$ cat config.mk
export PLATFORM = sky130hd
export DESIGN_NAME = occ_rom_arbiter
export DESIGN_NICKNAME = d
export VERILOG_FILES = /design/src/rtl/occ_rom_arbiter.sv
export SDC_FILE = /design/constraint.sdc
export NUM_CORES = 1
export LEC_CHECK = 0
export CORE_MARGIN = 2
export CORE_UTILIZATION = 30
export CTS_BUF_LIST = sky130_fd_sc_hd__clkbuf_16
export DETAILED_ROUTE_END_ITERATION = 7
export GPL_TIMING_DRIVEN = 0
export PLACE_DENSITY = 0.71
export SETUP_SLACK_MARGIN = 0.02
export SYNTH_ARGS = -nofsm -noshare
export SYNTH_HDL_FRONTEND = slang
export SYNTH_SLANG_ARGS = --single-unit
$ cat constraint.sdc
create_clock -name clk -period 4.82 [get_ports clk]
set_input_delay 0.482 -clock clk [delete_from_list [all_inputs] [get_ports clk]]
set_output_delay 0.482 -clock clk [all_outputs]
set_load 0.01 [all_outputs]
$ cat src/rtl/occ_rom_arbiter.sv
// Round-robin arbiter sharing one Occ ROM read port among N_REQ cores.
// Latency: request->ROM ce 1 cycle, ROM valid->strobe 1 cycle; requesters hold ce until their strobe.
module occ_rom_arbiter #(
  parameter int N_REQ   = 4,
  parameter int ADDR_W  = 8,
  parameter int DATA_W  = 32,
  parameter int TIMEOUT = 64
) (
  input  logic                    clk,
  input  logic                    rst,
  input  logic [N_REQ-1:0]        req_ce_i,
  input  logic [N_REQ*ADDR_W-1:0] req_addr_i,
  output logic [DATA_W-1:0]       req_data_o,
  output logic [N_REQ-1:0]        req_valid_o,
  output logic                    ce_rom_Occ_o,
  output logic [ADDR_W-1:0]       addr_rom_Occ_o,
  input  logic [DATA_W-1:0]       data_Occ_i,
  input  logic                    data_Occ_valid_i,
  output logic [N_REQ-1:0]        grant_o,
  output logic                    busy_o,
  output logic                    timeout_o
);

  localparam int PTR_W = (N_REQ > 1) ? $clog2(N_REQ) : 1;
  localparam int CNT_W = (TIMEOUT > 1) ? $clog2(TIMEOUT) : 1;

  typedef enum logic [1:0] {
    ST_IDLE,
    ST_BUSY,
    ST_RESP
  } state_t;

  state_t              state_q, state_nxt;
  logic [PTR_W-1:0]    rr_ptr_q, rr_ptr_nxt;
  logic [PTR_W-1:0]    win_q, win_nxt;
  logic [CNT_W-1:0]    cnt_q, cnt_nxt;
  logic [DATA_W-1:0]   data_q, data_nxt;
  logic [N_REQ-1:0]    valid_q, valid_nxt;
  logic [N_REQ-1:0]    grant_q, grant_nxt;
  logic                ce_q, ce_nxt;
  logic [ADDR_W-1:0]   addr_q, addr_nxt;
  logic                busy_q, busy_nxt;
  logic                tmo_q, tmo_nxt;

  logic                win_found;
  logic [PTR_W-1:0]    win_idx;
  logic [ADDR_W-1:0]   sel_addr;

  // Scan upward from rr_ptr with wrap; the sum needs one extra bit before folding.
  always_comb begin
    logic [PTR_W:0] idx_w;
    win_found = 1'b0;
    win_idx   = '0;
    idx_w     = '0;
    for (int i = 0; i < N_REQ; i++) begin
      idx_w = {1'b0, rr_ptr_q} + (PTR_W+1)'(i);
      if (idx_w >= (PTR_W+1)'(N_REQ)) begin
        idx_w = idx_w - (PTR_W+1)'(N_REQ);
      end
      if (!win_found && req_ce_i[idx_w[PTR_W-1:0]]) begin
        win_found = 1'b1;
        win_idx   = idx_w[PTR_W-1:0];
      end
    end
  end

  always_comb begin
    sel_addr = '0;
    for (int i = 0; i < N_REQ; i++) begin
      if (win_idx == PTR_W'(i)) begin
        sel_addr = req_addr_i[i*ADDR_W +: ADDR_W];
      end
    end
  end

  always_comb begin
    state_nxt  = state_q;
    rr_ptr_nxt = rr_ptr_q;
    win_nxt    = win_q;
    cnt_nxt    = cnt_q;
    data_nxt   = data_q;
    valid_nxt  = '0;
    grant_nxt  = grant_q;
    ce_nxt     = ce_q;
    addr_nxt   = addr_q;
    busy_nxt   = busy_q;
    tmo_nxt    = tmo_q;

    case (state_q)
      ST_IDLE: begin
        if (win_found) begin
          state_nxt = ST_BUSY;
          win_nxt   = win_idx;
          grant_nxt = N_REQ'(1) << win_idx;
          addr_nxt  = sel_addr;
          ce_nxt    = 1'b1;
          cnt_nxt   = '0;
          busy_nxt  = 1'b1;
        end
      end

      ST_BUSY: begin
        if (data_Occ_valid_i) begin
          data_nxt  = data_Occ_i;
          state_nxt = ST_RESP;
          ce_nxt    = 1'b0;
          valid_nxt = grant_q;
        end else if (cnt_q == CNT_W'(TIMEOUT-1)) begin
          // Release the requester with zero data so it cannot stall forever.
          data_nxt  = '0;
          tmo_nxt   = 1'b1;
          state_nxt = ST_RESP;
          ce_nxt    = 1'b0;
          valid_nxt = grant_q;
        end else begin
          cnt_nxt = cnt_q + CNT_W'(1);
        end
      end

      ST_RESP: begin
        state_nxt  = ST_IDLE;
        grant_nxt  = '0;
        busy_nxt   = 1'b0;
        rr_ptr_nxt = (win_q == PTR_W'(N_REQ-1)) ? '0 : win_q + PTR_W'(1);
      end

      default: begin
        state_nxt = ST_IDLE;
        grant_nxt = '0;
        ce_nxt    = 1'b0;
        busy_nxt  = 1'b0;
      end
    endcase
  end

  always_ff @(posedge clk) begin
    if (rst) begin
      state_q  <= ST_IDLE;
      rr_ptr_q <= '0;
      win_q    <= '0;
      cnt_q    <= '0;
      data_q   <= '0;
      valid_q  <= '0;
      grant_q  <= '0;
      ce_q     <= 1'b0;
      addr_q   <= '0;
      busy_q   <= 1'b0;
      tmo_q    <= 1'b0;
    end else begin
      state_q  <= state_nxt;
      rr_ptr_q <= rr_ptr_nxt;
      win_q    <= win_nxt;
      cnt_q    <= cnt_nxt;
      data_q   <= data_nxt;
      valid_q  <= valid_nxt;
      grant_q  <= grant_nxt;
      ce_q     <= ce_nxt;
      addr_q   <= addr_nxt;
      busy_q   <= busy_nxt;
      tmo_q    <= tmo_nxt;
    end
  end

  assign req_data_o     = data_q;
  assign req_valid_o    = valid_q;
  assign grant_o        = grant_q;
  assign ce_rom_Occ_o   = ce_q;
  assign addr_rom_Occ_o = addr_q;
  assign busy_o         = busy_q;
  assign timeout_o      = tmo_q;

endmodule

==> impl_results.md <==
- Status: completed
- Crit-path slowest cell: clkdlybuf4s50_1
- IO Pins: approximately 120
- Cells after Synth: 263
- First-pass GRT wire length: approximately 11000 um
- Max-Cap Viols: 0
- Nets: 468
- PostCTS Resize Cnt: 0
- Commonest non-fill, non-tap cells in the layout: 121 x clkdlybuf4s50_1, 63 x dfxtp_1, 55 x nor2_1, 33 x a22oi_1, 19 x mux2i_1
- Lkg Pwr: ~1.5 nW
- Clk_skew: about 4.8 ps
- H-tree Lvls: 3
- Worst slack, placed: approximately 2400 ps
- Hold crit path type: reg2reg
- Vias in the first global route: 2424
- Post-CTS setup buffer count: 0
- Drt wl/cell: 14.5 um
- Area contributors post-synth: dfxtp_1 49%, a22oi_1 9.7%, nor2_1 8.1%
- Pwr/cell area: approximately 340 nW/um2
- WHS Path Cells: 2
- CP max stage delay: approximately 570 ps
- Share of cells above drive strength 1: 0.0877
- Antenna viol nets, final: 0
- # setup viols final: 0
- Syn nets: roughly 340
- Reg2reg start: cnt_q[0]
- Slew @ Worst Pin: ~600 ps
- Chip Height: 96.4 um
- Clock Path Buffers: 2
- Post-synth cell types: 34
- Root buf cell: clkbuf_16
- EDFF count, synth: 0
- Crit path cell chain: clkdlybuf4s50_1, a21oi_1, o21a_1, o22a_1, or3_1, buf_6, o221ai_2
- Cts bufs inserted: 9
- Final wirelength: between 7000 and 8000 um
- Critical Setup Path Class: in2reg
- Fin worst setup slack: between 2000 and 3000 ps
- Synth-to-layout area growth: 63.3%
- RSZ-0062 raised after global routing: no
- N_diodes: 0
- FP Rows: 33
- Die width: between 90 and 100 um
- Core area: between 8000 and 9000 um2
- Seq/Total Area, Yosys: 0.493
- Ys flop type: dfxtp_1
- Slew Limit Fails: 0
- Dpl hpwl: roughly 5500 um
- Worst path required time: roughly 5100 ps
- #FFs+latches synth: 63
- Grt total ovfl: 0
- CP delay by family, top: buffers and inverters
- Slew margin rel.: 0.587
- CP endpoint kind: register
- Peak Freq: about 480 MHz
- R2R Setup Slk: 2810 ps
- Die Area: just over 9000 um2
- DRC violations left: 0
- Mapped Area: 2560 um2
- Setup crit start kind: input port
- WHS Endpoint: grant_o[0]
- CTS Hold Bufs: 0
- CTS sink cnt: 63
- Final hold violations: 0
- Worst-path clk slew: about 50 ps
- Drt via density: approximately 4.8
- Worst-Skew Late Latency: between 300 and 400 ps
- Period utilization: 0.428
- Yosys warns: 0
- Initial Util: 0.310
- Syn Area/Cell: slightly below 10 um2
- Commonest non-fill, non-tap cell in the layout: clkdlybuf4s50_1
- Input/output buffers: between 100 and 150
- Setup Total Neg Slack: 0 ps
- CTS tree: built
- Final Critical Period: 2060 ps
- DR vias: 2438
- Hold_sp: grant_o[0]
- Total global-route track usage: 0.153
- Initial antenna violation count: 0
- First-pass DRT Iterations: 6
- CP bufs+invs: 2
- CP Max Fanout: 8
- Arrival time at the worst endpoint: 2300 ps
- Asr flop ratio synth: 0
- Worst Reg-to-Reg Cells: 8
- RR Endpoint: req_data_o[27]
- Largest net degree at the start of global routing: 11
- Leading area contributor after synthesis: dfxtp_1
- GP Congestion: approximately 0.8
- DR iter-0 viols: 73
- Top-area cell type share of the netlist area: 0.493
- VDD IR-drop max: about 0.00021 V
## tightest hold or removal path: stages (launching register included)
cell     delay (ps)
dfxtp_1         310
nand2_1          60
a21oi_1          50
## layer usage
metal / vias to the layer above / global-route usage / routed length, um
met5: - / 0 / 0
met4: 0 / 0.0376 / 0
met3: 0 / 0.0621 / 723
met2: 93 / 0.274 / 3570
met1: 1131 / 0.169 / 3010
li1: 1214 / - / -
## synthesized netlist by cell type (2+ instances only)
| master | n |
|---|---|
| nand2_1 | 7 |
| buf_2 | 7 |
| o21ai_0 | 3 |
| a21oi_1 | 10 |
| xor2_1 | 4 |
| inv_1 | 2 |
| clkbuf_1 | 10 |
| nand2b_1 | 3 |
| mux2i_1 | 19 |
| nor2_1 | 55 |
| a32oi_1 | 2 |
| ha_1 | 2 |
| nand3b_1 | 9 |
| and2_1 | 4 |
| o22ai_1 | 2 |
| or3_1 | 4 |
| o221ai_2 | 8 |
| a22oi_1 | 33 |
| and3_1 | 2 |
| dfxtp_1 | 63 |
## area by class of cell
type,count,area [um2]
fill,770,4080
sequential,63,1260
timing repair buffer,121,1210
multi-input combinational,179,1200
clock buffer,9,225
tap,105,131
buffer,19,91.3
clock inverter,6,52.6
inverter,2,7.51
## how the worst max path moves through the flow
stage	endpoint	cells past startpoint	slack [ps]	from
floorplan	req_data_o[10]	8	3080	cnt_q[0]
global placement	addr_rom_Occ_o[7]	6	2460	req_ce_i[0]
detailed placement	addr_rom_Occ_o[3]	7	2440	req_ce_i[0]
CTS	addr_rom_Occ_o[3]	7	2780	req_ce_i[0]
global route	req_data_o[11]	8	2630	cnt_q[0]
finish	addr_rom_Occ_o[3]	7	2760	req_ce_i[0]
## kinds of logic after synthesis
logic type      count (synthesis)  share of synthesized area
compound gates                 65                      0.205
simple gates                   89                      0.166
mux                            19                     0.0743
buf+inv                        21                     0.0386
xor+xnor                        4                     0.0137
flops                          63                      0.493
fa+ha+maj                       2                    0.00977
## state kept, by name, indices dropped and copies added (netlist names)
signal	cells
addr_rom_Occ_o	8
busy_o	1
ce_rom_Occ_o	1
cnt_q	6
grant_o	4
req_data_o	32
req_valid_o	4
rr_ptr_q	2
state_q	2
timeout_o	1
win_q	2
## metrics by stage
stage / util / cell area [um2] / power [mW] / std cells / hold WS, ps
after floorplan: - / 2560 / 0.690 / 263 / 440
after global placement: 0.473 / 3900 / 0.823 / 489 / 448
after detailed placement: 0.473 / 3900 / 0.829 / 489 / 462
after CTS: 0.506 / 4180 / 1.44 / 504 / 469
after global routing: 0.506 / 4180 / 1.48 / 504 / 486
final: 0.506 / 4180 / 1.42 / 504 / 466
## power by group
part	internal (mW)	total, mW	switching, mW
clock network	0.390	0.602	0.212
registers	0.551	0.569	0.0177
logic	0.140	0.247	0.107
total	1.08	1.42	0.336
(Power assumes the default switching activity.)
==> patch 1 (config.mk and constraints unchanged) <==
`data_q` no longer has a reset.
--- a/src/rtl/occ_rom_arbiter.sv
+++ b/src/rtl/occ_rom_arbiter.sv
@@ -140,5 +140,4 @@
       win_q    <= '0;
       cnt_q    <= '0;
-      data_q   <= '0;
       valid_q  <= '0;
       grant_q  <= '0;
@@ -152,5 +151,4 @@
       win_q    <= win_nxt;
       cnt_q    <= cnt_nxt;
-      data_q   <= data_nxt;
       valid_q  <= valid_nxt;
       grant_q  <= grant_nxt;
@@ -160,4 +158,8 @@
       tmo_q    <= tmo_nxt;
     end
+  end
+
+  always_ff @(posedge clk) begin
+    data_q <= data_nxt;
   end
 
Behaviour: differs if rst is asserted again (counterexample within 4 cycles, from zero or initial values and one cycle with rst high); with rst held inactive, the same outputs for 10 cycles.
==> patch 1 against the original RTL <==
- die area grew 6.3%
- clock power shrank 3.5%
- power is essentially flat
- synthesized area grew 6.6%
- register-to-register slack lost 100 ps
- combinational power shrank 9.7%
- sequential power grew 7.6%
- wire length shrank 0.92%
- critical path depth is the same
- worst setup slack lost 180 ps
- sequential cell count is the same
- cell area grew 4.0%
- maximum frequency shrank 8.0%
- highest routed layer is now met4
==> patch 1: results (changes against the original RTL) <==
metric	value	unit	change
pin_count_of_the_biggest_net_entering_global_routing	33		+22
worst_ep_arrival_time	2460	ps	+160 ps
buffers_on_ports	120		-0.83%
vdd.ir_drop.worst	202	uV	-5.2%
via_count	2333		-4.3%
leakagePower	1.60	nW	+3.8%
post_layout_nonfiller_instances	493		-2.2%
synth-edff-count	32		+32
syn_inst	249		-5.3%
reg2regPathDepth	5		-3
drt_iter0_drc	64		-12%
yosysUniqueCellTypes	43		+26%
post_placement_cell_area	4070	um^2	+4.4%
synth_mux_area_share	2.38	%	-5.0 points
fraction_of_final_layout_cells_sized_beyond_drive_strength_1	8.83	%	+0.059 points
detail_route.first_pass.iterations	4		-2
fin_nets	453		-3.2%
timing.reg2reg.setup_slack	2710	ps	-100 ps
finalCritPeriodShare	46.6	%	+3.7 points
placement.setup.worst_slack	2190	ps	-254 ps
globalRouteTotalUtil	14.5	%	-0.81 points
synth_compound_gate_area_share	13.9	%	-6.6 points
critical_path_peak_fanout	10		+2
status	completed		
post_synth_xor_area_fraction	0.642	%	-0.73 points
antenna_cells	0		unchanged
gp_routability_congestion	0.814		+0.89%
syn-num-nets	322		-4.2%
worst-slew-pin-transition	874	ps	+257 ps
placed_cells_incl_taps	477		-2.5%
ys_top_cells_by_count	and2_1, edfxtp_1, dfxtp_1		
timing.critical_path.slowest_cell_delay	500	ps	-70 ps
synth_ff_type	edfxtp_1		
[patch 1: area by class of cell]
type / instances / area, um^2
fillers: 800 / 4420
flip-flops and latches: 63 / 1580
repair buffers: 120 / 1200
multi-input cells: 169 / 1070
clock buffers: 9 / 225
well taps: 108 / 135
plain buffers: 10 / 61.3
clock inverters: 7 / 48.8
inverters: 7 / 26.3
[patch 1: report_power, final]
part	total [mW]	switching [mW]	internal, mW
Sequential	0.612	0.0162	0.596
Combinational	0.223	0.0916	0.132
Clock	0.581	0.234	0.348
Total	1.42	0.342	1.08
[patch 1: cell families after synthesis]
group,count (synthesis)
xor gates and xnor gates,2
muxes,6
and+or+nand+nor,103
adders and majority gates,2
buffers and inverters,17
DFF,63
AOI/OAI and AO/OA,56
[patch 1: worst min-delay path by stage]
stage               cells past startpoint           endpoint  slack (ps)         startpoint
global route                            2  addr_rom_Occ_o[7]         480  addr_rom_Occ_o[7]
detailed placement                      2  addr_rom_Occ_o[7]         450  addr_rom_Occ_o[7]
global placement                        2  addr_rom_Occ_o[3]         440  addr_rom_Occ_o[3]
CTS                                     2  addr_rom_Occ_o[7]         450  addr_rom_Occ_o[7]
floorplan                               2           win_q[1]         440           win_q[1]
finish                                  2  addr_rom_Occ_o[7]         450  addr_rom_Occ_o[7]
[patch 1: worst register-to-register path, stage by stage, from the launching register on]
cell	delay [ps]
dfxtp_1	400
ha_1	190
nand3_1	130
nor2_1	170
nor2_1	130
nor2_4	710
[patch 1: layer usage]
| layer | GRT usage (%) | part of all wire (%) | vias up |
|---|---|---|---|
| met5 | 0 | 0 | - |
| met4 | 6.32 | 1.4 | 0 |
| met3 | 4.08 | 8.2 | 8 |
| met2 | 23.7 | 45 | 100 |
| met1 | 18.0 | 46 | 1079 |
| li1 | - | - | 1146 |
==> patch 2 (config.mk and constraints unchanged) <==
Made on the original files. Change the parameter `DATA_W` from 32 to 24.
--- a/src/rtl/occ_rom_arbiter.sv
+++ b/src/rtl/occ_rom_arbiter.sv
@@ -4,5 +4,5 @@
   parameter int N_REQ   = 4,
   parameter int ADDR_W  = 8,
-  parameter int DATA_W  = 32,
+  parameter int DATA_W  = 24,
   parameter int TIMEOUT = 64
 ) (
Ports: changed (resized data_Occ_i and req_data_o); port bits go from 122 to 106. The function was not compared with the original's and may differ.
==> patch 2 against the original RTL <==
- global-route usage shrank 1.0 points
- sequential cell count down 8
- worst setup slack lost 15 ps
- power shrank 18%
- non-clock buffer count is 19 lower
- sequential power shrank 13%
- register-to-register slack gained 100 ps
- first-iteration DRC count decreased by 6.8%
- cell area decreased by 8.5%
- wire length fell by 8.2%
- synthesized area shrank 2.6%
- cell count is 3.2% lower
- largest cell class is now multi-input combinational cells
- highest routed layer is now met4
==> patch 2: results (changes against the original RTL) <==
metric	value	unit	change
buffers_on_ports	103		-15%
final.fill_count	811		+5.3%
htreeDepth	2		-1
maxPowerGroup	sequential cells		
tritoncts.num_buffers	5		-4
yosysUniqueCellTypes	51		+50%
drt_iter0_drc	68		-6.8%
power_density_normalized_to_cell_area	303	nW/um^2	-11%
p_int	0.865	mW	-20%
syn_inst	272		+3.4%
worstSkewPairLatency	290	ps	-20 ps
synth-adder-area-share	1.00	%	+0.026 points
flip_flop_count_of_the_largest_register_all_copies_and_words_added	24		-25%
ys_top_cells_by_count	dfxtp_1, nor2_1, a22oi_1		
post_layout_nonfiller_instances	488		-3.2%
ff_latch_area	1100	um^2	-13%
status	completed		
met1Wirelength	2980	um	-1.1%
gp_routability_congestion	0.772		-4.3%
hold-path-endpoint	addr_rom_Occ_o[5]		
reg2regPathDepth	7		-1
vdd.ir_drop.worst	162	uV	-24%
route.detailed.wl_per_inst	13.7	um	-5.2%
synth_compound_gate_area_share	24.1	%	+3.6 points
highest-signal-layer	met4		
wire_length_of_the_first_global_routing_pass	10200	um	-8.1%
fin_nets	447		-4.5%
post_placement_cell_area	3650	um^2	-6.3%
max-slew-margin-rel	65.3	%	+6.6 points
post_synth_xor_area_fraction	1.76	%	+0.39 points
hold_path_startpoint	addr_rom_Occ_o[5]		
timing.critical_path.slowest_cell_delay	600	ps	+30 ps
grt_pass1_vias	2215		-8.6%
endpoint	addr_rom_Occ_o[4]		
met1_resource_use_gr	17.5	%	+0.58 points
globalRouteTotalUtil	14.3	%	-1.0 points
detailroute.wirelength.met2	3280	um	-7.9%
globalRouteMet3Util	3.72	%	-2.5 points
finalWorstSetupSlack	2740	ps	-14.5 ps
leakagePower	1.38	nW	-10%
grt_use_met2	24.6	%	-2.8 points
routed-wl-met3	367	um	-49%
pin_count_of_the_biggest_net_entering_global_routing	19		+8
clock-skew-final	6.33	ps	+1.53 ps
synth_mux_area_share	2.41	%	-5.0 points
endpoint_of_the_worst_register_to_register_path	req_data_o[14]		
path_clk_slew	70	ps	+20 ps
worst_ep_arrival_time	2260	ps	-40 ps
post_dr_vias_cell	4.85		+0.23%
timing.reg2reg.setup_slack	2910	ps	+100 ps
## patch 2: cell count changes in the layout (fill, tap and decap cells not counted), moves of 5 or more
| cell | before | now |
|---|---|---|
| dfxtp_1 | 63 | 55 |
| o221ai_2 | 8 | 0 |
| o32ai_1 | 0 | 5 |
| nor2_1 | 55 | 49 |
| nand3b_1 | 9 | 2 |
| clkdlybuf4s50_1 | 121 | 103 |
| a22oi_1 | 33 | 24 |
| nand2_1 | 7 | 20 |
| o21ai_1 | 0 | 7 |
| mux2i_1 | 19 | 6 |
## patch 2: worst max-delay path: cells and delay by family
family | cells | cell delay (ps)
AO/OA/AOI/OAI | 4 | 980
buffers and inverters | 2 | 790
## patch 2: area by class of cell
class	count	share of cell area, %
clock inverter	3	1.21
tap	105	3.43
clock buffer	5	3.27
buffer	18	2.55
inverter	4	0.392
timing repair buffer	103	26.9
multi-input combinational	195	33.4
sequential	55	28.8
